`config.mk`:
```
export PLATFORM = sky130hd
export DESIGN_NAME = uart_tx_arbiter_flat
export DESIGN_NICKNAME = d
export VERILOG_FILES = /design/src/rtl/uart_arb_pkg.sv /design/src/rtl/uart_tx_arbiter_if.sv /design/src/rtl/rr_picker.sv /design/src/rtl/uart_tx_arbiter.sv /design/src/flat_wrapper.sv
export SDC_FILE = /design/constraint.sdc
export NUM_CORES = 1
export LEC_CHECK = 0
export ABC_AREA = 1
export CORE_MARGIN = 3
export CORE_UTILIZATION = 35
export DETAILED_ROUTE_END_ITERATION = 6
export GPL_TIMING_DRIVEN = 0
export PLACE_DENSITY = 0.57
export SLEW_MARGIN = 20
export SYNTH_ARGS = -nofsm -noshare
export SYNTH_HDL_FRONTEND = slang
export SYNTH_SLANG_ARGS = --single-unit
export TNS_END_PERCENT = 20
```
`constraint.sdc`:
```
create_clock -name clk -period 4 [get_ports clk]
set_clock_uncertainty 0.1 [all_clocks]
set_input_delay 0.8 -clock clk [delete_from_list [all_inputs] [get_ports clk]]
set_output_delay 0.8 -clock clk [all_outputs]
set_load 0.005 [all_outputs]
```
`src/rtl/uart_arb_pkg.sv`:
```
// Shared types and constants for the UART TX frame arbiter.
`timescale 1ns/1ps
package uart_arb_pkg;

    localparam int unsigned MAX_REQ = 8;
    localparam int unsigned GID_W   = $clog2(MAX_REQ);
    localparam int unsigned BYTE_W  = 8;

    localparam logic [BYTE_W-1:0] ARB_HDR_BASE = 8'hA0;

    typedef enum logic [1:0] {
        IDLE = 2'd0,
        HDR  = 2'd1,
        XFER = 2'd2
    } arb_state_t;

    // Source-tag byte that precedes a frame when headers are enabled.
    function automatic logic [BYTE_W-1:0] hdr_byte(input logic [GID_W-1:0] gid);
        return ARB_HDR_BASE | BYTE_W'(gid);
    endfunction

endpackage

```
`src/rtl/uart_tx_arbiter_if.sv`:
```
// Producer byte streams and output FIFO write port of the UART TX arbiter.
`timescale 1ns/1ps
interface uart_tx_arbiter_if #(
    parameter int unsigned N_REQ = 2
);
    import uart_arb_pkg::*;

    logic [N_REQ-1:0]        req_valid;
    logic [N_REQ*BYTE_W-1:0] req_data;
    logic [N_REQ-1:0]        req_last;
    logic [N_REQ-1:0]        req_ready;
    logic                    fifo_full;
    logic [BYTE_W-1:0]       fifo_din;
    logic                    fifo_wr_en;

    // Producers and FIFO side.
    modport master (
        output req_valid, req_data, req_last, fifo_full,
        input  req_ready, fifo_din, fifo_wr_en
    );

    // Arbiter side.
    modport slave (
        input  req_valid, req_data, req_last, fifo_full,
        output req_ready, fifo_din, fifo_wr_en
    );

endinterface

```
`src/rtl/rr_picker.sv`:
```
// Combinational round-robin pick: first valid requester after last_grant, cyclically.
`timescale 1ns/1ps
module rr_picker
    import uart_arb_pkg::*;
#(
    parameter int unsigned N_REQ = 2
) (
    input  logic [N_REQ-1:0] valid,
    input  logic [GID_W-1:0] last_grant,
    output logic [GID_W-1:0] winner,
    output logic             any_valid
);

    logic [2*N_REQ-1:0] dbl;
    logic [N_REQ-1:0]   rot;

    // Rotate so bit 0 is the requester right after last_grant, then take the lowest set bit.
    always_comb begin
        int unsigned off;
        int unsigned sum;
        dbl = {valid, valid};
        rot = N_REQ'(dbl >> (32'(last_grant) + 32'd1));
        off = 0;
        for (int i = N_REQ - 1; i >= 0; i--) begin
            if (rot[i]) begin
                off = unsigned'(i);
            end
        end
        sum = 32'(last_grant) + 32'd1 + off;
        if (sum >= N_REQ) begin
            sum = sum - N_REQ;
        end
        winner    = GID_W'(sum);
        any_valid = |valid;
    end

endmodule

```
`src/rtl/uart_tx_arbiter.sv`:
```
// Frame-atomic round-robin arbiter in front of the shared UART output FIFO.
// Optional feature macro: ARB_HDR_EN (prefix every frame with an 8'hA0|id tag byte).
`timescale 1ns/1ps
module uart_tx_arbiter
    import uart_arb_pkg::*;
#(
    parameter int unsigned N_REQ          = 2,
    parameter int unsigned TIMEOUT_CYCLES = 4096,
    parameter int unsigned CNT_W          = 8
) (
    input  logic             clk,
    input  logic             rst,
    uart_tx_arbiter_if.slave bus,
    output logic             busy,
    output logic [GID_W-1:0] grant_id,
    output logic             frame_done,
    output logic             abort_pulse,
    output logic [CNT_W-1:0] abort_count
);

    // Watchdog holds at most TIMEOUT_CYCLES-1; the idle cycle that would reach TIMEOUT_CYCLES aborts.
    localparam int unsigned     WD_W    = (TIMEOUT_CYCLES > 1) ? $clog2(TIMEOUT_CYCLES) : 1;
    localparam logic [WD_W-1:0] WD_LAST = WD_W'((TIMEOUT_CYCLES > 0) ? TIMEOUT_CYCLES - 1 : 0);

    arb_state_t        state, state_nxt;
    logic [GID_W-1:0]  grant_nxt;
    logic [WD_W-1:0]   wd_cnt, wd_nxt;
    logic              done_nxt, abort_nxt;
    logic [CNT_W-1:0]  cnt_nxt;

    logic [GID_W-1:0]  pick_winner;
    logic              pick_any;

    logic              sel_valid, sel_last;
    logic [BYTE_W-1:0] sel_data;

    logic [N_REQ-1:0]  ready_c;
    logic              wr_en_c;
    logic [BYTE_W-1:0] din_c;

    rr_picker #(.N_REQ(N_REQ)) u_picker (
        .valid      (bus.req_valid),
        .last_grant (grant_id),
        .winner     (pick_winner),
        .any_valid  (pick_any)
    );

    // Select the granted requester's byte stream.
    always_comb begin
        sel_valid = 1'b0;
        sel_last  = 1'b0;
        sel_data  = '0;
        for (int i = 0; i < N_REQ; i++) begin
            if (grant_id == GID_W'(i)) begin
                sel_valid = bus.req_valid[i];
                sel_last  = bus.req_last[i];
                sel_data  = bus.req_data[BYTE_W*i +: BYTE_W];
            end
        end
    end

    // Next-state, watchdog and combinational FIFO/ready pass-through.
    always_comb begin
        state_nxt = state;
        grant_nxt = grant_id;
        wd_nxt    = wd_cnt;
        done_nxt  = 1'b0;
        abort_nxt = 1'b0;
        cnt_nxt   = abort_count;
        ready_c   = '0;
        wr_en_c   = 1'b0;
        din_c     = '0;

        case (state)
            IDLE: begin
                wd_nxt = '0;
                if (pick_any) begin
                    grant_nxt = pick_winner;
`ifdef ARB_HDR_EN
                    state_nxt = HDR;
`else
                    state_nxt = XFER;
`endif
                end
            end

`ifdef ARB_HDR_EN
            HDR: begin
                wd_nxt  = '0;
                din_c   = hdr_byte(grant_id);
                wr_en_c = !bus.fifo_full;
                if (!bus.fifo_full) begin
                    state_nxt = XFER;
                end
            end
`endif

            XFER: begin
                for (int i = 0; i < N_REQ; i++) begin
                    ready_c[i] = (grant_id == GID_W'(i)) && !bus.fifo_full;
                end
                din_c   = sel_data;
                wr_en_c = sel_valid && !bus.fifo_full;
                if (wr_en_c) begin
                    wd_nxt = '0;
                    if (sel_last) begin
                        state_nxt = IDLE;
                        done_nxt  = 1'b1;
                    end
                end else if (!sel_valid && !bus.fifo_full && (TIMEOUT_CYCLES != 0)) begin
                    if (wd_cnt == WD_LAST) begin
                        state_nxt = IDLE;
                        abort_nxt = 1'b1;
                        wd_nxt    = '0;
                        if (abort_count != '1) begin
                            cnt_nxt = abort_count + CNT_W'(1);
                        end
                    end else begin
                        wd_nxt = wd_cnt + WD_W'(1);
                    end
                end
            end

            default: begin
                state_nxt = IDLE;
            end
        endcase
    end

    assign bus.req_ready  = ready_c;
    assign bus.fifo_wr_en = wr_en_c;
    assign bus.fifo_din   = din_c;

    // State, grant, watchdog and status registers.
    always_ff @(posedge clk or negedge rst) begin
        if (!rst) begin
            state       <= IDLE;
            grant_id    <= GID_W'(N_REQ - 1);
            wd_cnt      <= '0;
            busy        <= 1'b0;
            frame_done  <= 1'b0;
            abort_pulse <= 1'b0;
            abort_count <= '0;
        end else begin
            state       <= state_nxt;
            grant_id    <= grant_nxt;
            wd_cnt      <= wd_nxt;
            busy        <= (state_nxt != IDLE);
            frame_done  <= done_nxt;
            abort_pulse <= abort_nxt;
            abort_count <= cnt_nxt;
        end
    end

endmodule
```
`src/flat_wrapper.sv`:
```
// flat-port wrapper written by rule: the top's interface ports become plain ports
module uart_tx_arbiter_flat import uart_arb_pkg::*;
#(
    parameter int unsigned N_REQ          = 2,
    parameter int unsigned TIMEOUT_CYCLES = 4096,
    parameter int unsigned CNT_W          = 8
)
  (clk, rst, busy, grant_id, frame_done, abort_pulse, abort_count, bus_req_valid, bus_req_data, bus_req_last, bus_fifo_full, bus_req_ready, bus_fifo_din, bus_fifo_wr_en);
  uart_tx_arbiter_if #(.N_REQ(N_REQ)) bus_i ();
  input  logic clk;
  input  logic rst;
  output logic busy;
  output logic [GID_W-1:0] grant_id;
  output logic frame_done;
  output logic abort_pulse;
  output logic [CNT_W-1:0] abort_count;
  input wire logic [$bits(bus_i.req_valid)-1:0] bus_req_valid;
  input wire logic [$bits(bus_i.req_data)-1:0] bus_req_data;
  input wire logic [$bits(bus_i.req_last)-1:0] bus_req_last;
  input wire logic [$bits(bus_i.fifo_full)-1:0] bus_fifo_full;
  output wire logic [$bits(bus_i.req_ready)-1:0] bus_req_ready;
  output wire logic [$bits(bus_i.fifo_din)-1:0] bus_fifo_din;
  output wire logic [$bits(bus_i.fifo_wr_en)-1:0] bus_fifo_wr_en;
  assign bus_i.req_valid = bus_req_valid;
  assign bus_i.req_data = bus_req_data;
  assign bus_i.req_last = bus_req_last;
  assign bus_i.fifo_full = bus_fifo_full;
  assign bus_req_ready = bus_i.req_ready;
  assign bus_fifo_din = bus_i.fifo_din;
  assign bus_fifo_wr_en = bus_i.fifo_wr_en;
  uart_tx_arbiter #(.N_REQ(N_REQ), .TIMEOUT_CYCLES(TIMEOUT_CYCLES), .CNT_W(CNT_W)) u_core (.clk(clk), .rst(rst), .bus(bus_i), .busy(busy), .grant_id(grant_id), .frame_done(frame_done), .abort_pulse(abort_pulse), .abort_count(abort_count));
endmodule
```
======== Word-level counts from Yosys, hierarchy flattened ========
Index checks and enable logic that the tools add are counted.
word-level totals
  flip-flop bits (word level) ............. 28
  bits of input ports ..................... 23
  word-level logic and storage cells ...... 63
  output and inout port bits .............. 25
cells by class
  add/subtract/negate cells ............... 5
  bitwise operators ....................... 1
  shift-type cells ........................ 1
  equal/unequal tests ..................... 5
  mux-type cells .......................... 29
  $lt $le $gt $ge ......................... 1
  reductions and logical operators ........ 14
operators with widths
  kind                   count
  $mux 12                3
  $add 4x32->32          1
  $ge 32x2->1 const B    1
  $mux 32                1
  $shr 4x32->2           1
  $mux 8                 3
  $pmux 12 s2            1
  $mux 1                 13
  $add 12x1->12 const B  1
  $eq 12x12->1 const B   1
  $mux 2                 6
  $add 8x1->8 const B    1
  $ne 8x8->1 const B     1
  $reduce_and 5->1       1
  $add 3x1->4 const B    1
  $logic_and 1x1->1      4
  $pmux 2 s2             1
  $reduce_and 2->1       2
  $reduce_bool 2->1      2
  $eq 3x1->1 const B     1
  $logic_not 3->1        1
  $mux 3                 1
  $ne 3x1->1 const B     1
  $sub 3x2->3 const B    1
  other kinds (5)        6

======== Logic depth before layout (Yosys ltp) ========
  depth after elaboration ................. 9
  depth in mapped cells ................... 14
  depth with buffers taken out ............ 13

======== Hierarchy ========
Synthesis repeated with hierarchy kept, for this count alone.
second synthesis, totals
  cell total of the unflattened synthesis .. 230
  area total of the unflattened synthesis .. 1,795.5 sq um
modules (own cells, without submodules)
  module           area an instance (sq um)  instances  cells each  seq. area each (sq um)
  uart_tx_arbiter  1,685.4                   1          209         701.9
  rr_picker        110.1                     1          21          0.0

======== Worst setup path after synthesis ========
Ideal clock, no wire load.
  kind .................................... input port to flip-flop
  from .................................... input bus_req_valid[1]
  to ...................................... register u_core.grant_id[2]
  setup time .............................. 134 ps
  stages .................................. 12
  arrival time ............................ 2,125 ps
  required time ........................... 3,766 ps
  buffers on the path ..................... 0
  setup slack ............................. 1,641 ps
  path through ............................ nand2_1 > nand2_1 > nand3_2 > inv_2 > nand3_1 > ha_1 > inv_1 > ha_1 > xnor2_1 > nand2_1 > o21ai_0 > o22ai_1
on the way
  word-level cells in the longest chain between the ends .. 6
  elaborated cells on any way between the ends .. 9
  classes of those cells .................. add/sub: 2; order compare: 1; shift: 1; mux: 3; reduce/logical: 2
ends and longest elaborated chain
  item                                        RTL line                          RTL
  start, declared                             flat_wrapper.sv:17                input wire logic [$bits(bus_i.req_valid)-1:0] bus_req_valid;
  $shr 4x32->2                                rr_picker.sv:22                   rot = N_REQ'(dbl >> (32'(last_grant) + 32'd1));
  $mux 1                                      rr_picker.sv:25                   if (rot[i]) begin
  $mux 32                                     rr_picker.sv:25
  $add 4x32->32                               rr_picker.sv:29                   sum = 32'(last_grant) + 32'd1 + off;
  $ge 32x2->1 or $sub 3x2->3 (tied branches)  rr_picker.sv:30, rr_picker.sv:31
  $mux 3                                      rr_picker.sv:30                   if (sum >= N_REQ) begin
  end signal, assigned                        uart_tx_arbiter.sv:138            grant_id <= GID_W'(N_REQ - 1);
  end signal, assigned                        uart_tx_arbiter.sv:146            grant_id <= grant_nxt;
  end, declared                               uart_tx_arbiter.sv:15             output logic [GID_W-1:0] grant_id,
Parallel ways exist; a longest one is shown, timed or not.
A chain may end at the register's enable or synchronous reset.

======== Final worst setup path ========
  from .................................... input bus_fifo_full
  to ...................................... output bus_req_ready[0]
on the way
  word-level cells in the longest chain between the ends .. 3
ends and longest elaborated chain
  item               RTL line                RTL
  start, declared    flat_wrapper.sv:20      input wire logic [$bits(bus_i.fifo_full)-1:0] bus_fifo_full;
  $logic_not 1->1    uart_tx_arbiter.sv:100  ready_c[i] = (grant_id == GID_W'(i)) && !bus.fifo_full;
  $logic_and 1x1->1  uart_tx_arbiter.sv:100
  $mux 2             uart_tx_arbiter.sv:74   case (state)
  end, declared      flat_wrapper.sv:21      output wire logic [$bits(bus_i.req_ready)-1:0] bus_req_ready;
No other way between the ends.

==> impl_metrics.tcl <==
set metrics [dict create \
    floorplan.initialDensity_pct 37.77 \
    drcViolationCount 0 \
    floorplan.io_pins 48 \
    antenna_found_initial 0 \
    detail_route.iter0.violations 68 \
    rsz0062_at_grt "no" \
    final-hold-violation-count 0 \
    synthTopCellsByCount "sky130_fd_sc_hd__nand2_1 (55), sky130_fd_sc_hd__nand3_1 (38), sky130_fd_sc_hd__dfrtp_1 (27), sky130_fd_sc_hd__nor2_1 (21), sky130_fd_sc_hd__inv_1 (16)" \
    cts.path.max_buffers 2 \
    cts_root_buffer "sky130_fd_sc_hd__clkbuf_8" \
    final_antenna_diode_count 0 \
    largest_fanout_on_the_critical_path 5 \
    maxCapViolations 0 \
    totalPowerFinal_mw 0.9832 \
    syn_nets 267 \
    grt_remaining_overflow 0 \
    drv_slew 0 \
    firstDrtPassIters 4 \
    static-leakage-power_nw 1.133 \
    tritoncts_clock_tree "yes" \
    status "complete, no violations" \
    worst_path_dominant_cell_family "buffers and inverters" \
    netlist_instances 240 \
    setup.worst_path.start_class "primary input" \
    floorplan.die.width_um 79.03 \
    area.growth.synth_to_final_pct 33.24 \
    largest_net_degree_at_the_start_of_global_routing 29 \
    cp_data_required_time_ns 3.10 \
    io_buffers 47 \
    warnings_from_yosys 0 \
    cpMaxStageDelayCell "sky130_fd_sc_hd__clkdlybuf4s50_1" \
    worst_slew_pin_slew_ns 0.6468 \
    synth.ff_latch_count 28 \
    yosys.area.top_type_share_pct 36.19 \
    post_dp_cell_area_sq_um 2416 \
    grtUsageTotal_pct 16.00 \
    setup-violations-final 0 \
    layout_worst_path_cycle_share_pct 83.85 \
    die_height_um 79.03 \
    path_depth 5 \
    tritoncts_num_sinks 28 \
    worst_setup_path_startpoint "bus_fifo_full" \
    fin_tns_setup_ns 0 \
    via_per_inst 4.844 \
    placementRows 25 \
    synth_top_area_cell "sky130_fd_sc_hd__dfrtp_1" \
    cells_traversed_along_the_worst_timing_path "clkdlybuf4s50_1, nor2_8, inv_2, nor4_1, clkdlybuf4s50_1" \
    ir_worst_vdd_v 0.0003326 \
    global_route_wire_length_before_repair_um 8052 \
    drive_above_1_share_pct 12.71 \
    antenna_violation_net_count_after_detailed_routing 0 \
    drt_wl_total_um 4592 \
    post_synth_edffs 0 \
    timing.critical_path.arrival_ns 2.45 \
    synth.most_common_cell "sky130_fd_sc_hd__nand2_1" \
    timing.critical_path.mode_cell "sky130_fd_sc_hd__clkdlybuf4s50_1" \
    r2r-end "u_core.grant_id[2]" \
    worstSkewPairLatency_ns 0.28 \
    finalNonFillerCells 358 \
    worst_setup_hold_path_clk_slew_ns 0.10 \
    grt_pass1_vias 1677 \
    post-place-cells 354 \
    postSynth.topFlopCell "sky130_fd_sc_hd__dfrtp_1" \
    power_density_nw_per_um2 395.3 \
    worst-r2r-cell-count 11 \
    final_nets 319 \
    post_synth_main_area_contributors "sky130_fd_sc_hd__dfrtp_1 (36%), sky130_fd_sc_hd__nand2_1 (11%), sky130_fd_sc_hd__nand3_1 (10%)" \
    fp.dieArea_sq_um 6246 \
    hpwl_um 3592 \
    max-slew-margin-rel_pct 56.88 \
    criticalPathCategory "primary input to output port" \
    numCtsBuffers 3 \
    cts_hold_buffers 0 \
    cts_htree_levels 1 \
    synth-seq-area-share_pct 37.60 \
    yosysUniqueCellTypes 39 \
    cts.repair_timing.setup_buffer_count 0 \
    post_cts_resized 0 \
    syn_area_per_cell_sq_um 7.778 \
    gp_congestion 0.7487 \
    capturing_instance_or_port_of_the_critical_path "bus_req_ready[0]" \
    vias 1734 \
    mappedNetlistArea_sq_um 1867 \
    post_drt_wl_per_cell_um 12.83 \
    finish.instance_area_sq_um 2487 \
    holdCritPathClass "primary input to async pin" \
    cp_num_buf_inv 3 \
    cpPeakStageDelay_ns 0.61 \
    post_synthesis_async_set_or_reset_flop_share_pct 100.0 \
    r2r_setup_slack_ns 1.44 \
    core_sq_um 4942 \
    finalHoldWorstSlack_ns 0.4251 \
    timing.rr.start "u_core.grant_id[0]" \
    maxClockFrequency_mhz 298.2 \
    post_route_minimum_period_ns 3.354 \
    setup.worst_path.end_class "output port" \
]
-- placed cells by master, fill, tap and decap left out, types with 5 or more instances in the layout --
cell type and instances:
sky130_fd_sc_hd__xnor2_1 5, sky130_fd_sc_hd__dfrtp_1 27, sky130_fd_sc_hd__inv_1 16, sky130_fd_sc_hd__nor2_1 21, sky130_fd_sc_hd__nand2_1 55, sky130_fd_sc_hd__a21oi_1 10
sky130_fd_sc_hd__clkdlybuf4s50_1 46, sky130_fd_sc_hd__nor2_2 5, sky130_fd_sc_hd__nand3_1 38, sky130_fd_sc_hd__inv_2 5, sky130_fd_sc_hd__o21ai_0 5
-- through the flow --
step / worst slack [ns] / utilization, %
after floorplan: 1.641 / -
after CTS: 0.6427 / 50.33
after global placement: 0.6242 / 48.99
after detailed placement: 0.6489 / 48.89
after global routing: 0.5047 / 50.33
final: 0.6462 / 50.33
-- flip-flops by register name (all words and copies together), names as in the netlist --
name	flops
u_core.wd_cnt	12
u_core.abort_count	8
u_core.grant_id	3
u_core.state	2
u_core.abort_pulse	1
u_core.busy	1
u_core.frame_done	1
-- layer usage --
metal	track usage [%]	wire length [um]	vias up
li1	-	-	896
met1	22.30	2226	803
met2	26.26	2195	33
met3	2.948	148	2
met4	2.577	22	0
met5	0	0	-
-- power breakdown --
| part | leakage (nW) | internal (mW) | switching [mW] |
|---|---|---|---|
| clock network | 0.0357 | 0.134 | 0.0920 |
| registers | 0.379 | 0.308 | 0.0157 |
| logic | 0.719 | 0.175 | 0.258 |
-- cells by family after synthesis --
family,share of synthesized area (%)
AND/OR/NAND/NOR,39.21
buffers and inverters,7.104
other,0.2009
XOR/XNOR,5.094
adder cells (fa/ha/maj),2.681
multiplexers,0.5362
flip-flops,37.60
AO/OA/AOI/OAI,7.574
-- cell type report --
class,instances,area [sq um]
clock inverter,1,30.03
buffer,6,37.54
clock buffer,3,41.29
multi-input combinational,182,1032
tap,67,83.83
inverter,24,95.09
sequential,28,701.9
fill,499,2455
timing repair buffer,47,465.4
-- worst min-delay path by stage --
| stage | slack, ns | end | cells after the start |
|---|---|---|---|
| after floorplan | 0.38 | u_core.wd_cnt[1] | 2 |
| after global placement | 0.39 | u_core.wd_cnt[1] | 2 |
| after detailed placement | 0.41 | u_core.wd_cnt[1] | 2 |
| after CTS | 0.43 | u_core.wd_cnt[1] | 2 |
| after global routing | 0.46 | u_core.wd_cnt[1] | 2 |
| final | 0.43 | u_core.abort_count[2] | 1 |
Note: power is estimated with default switching activity, not from simulation.
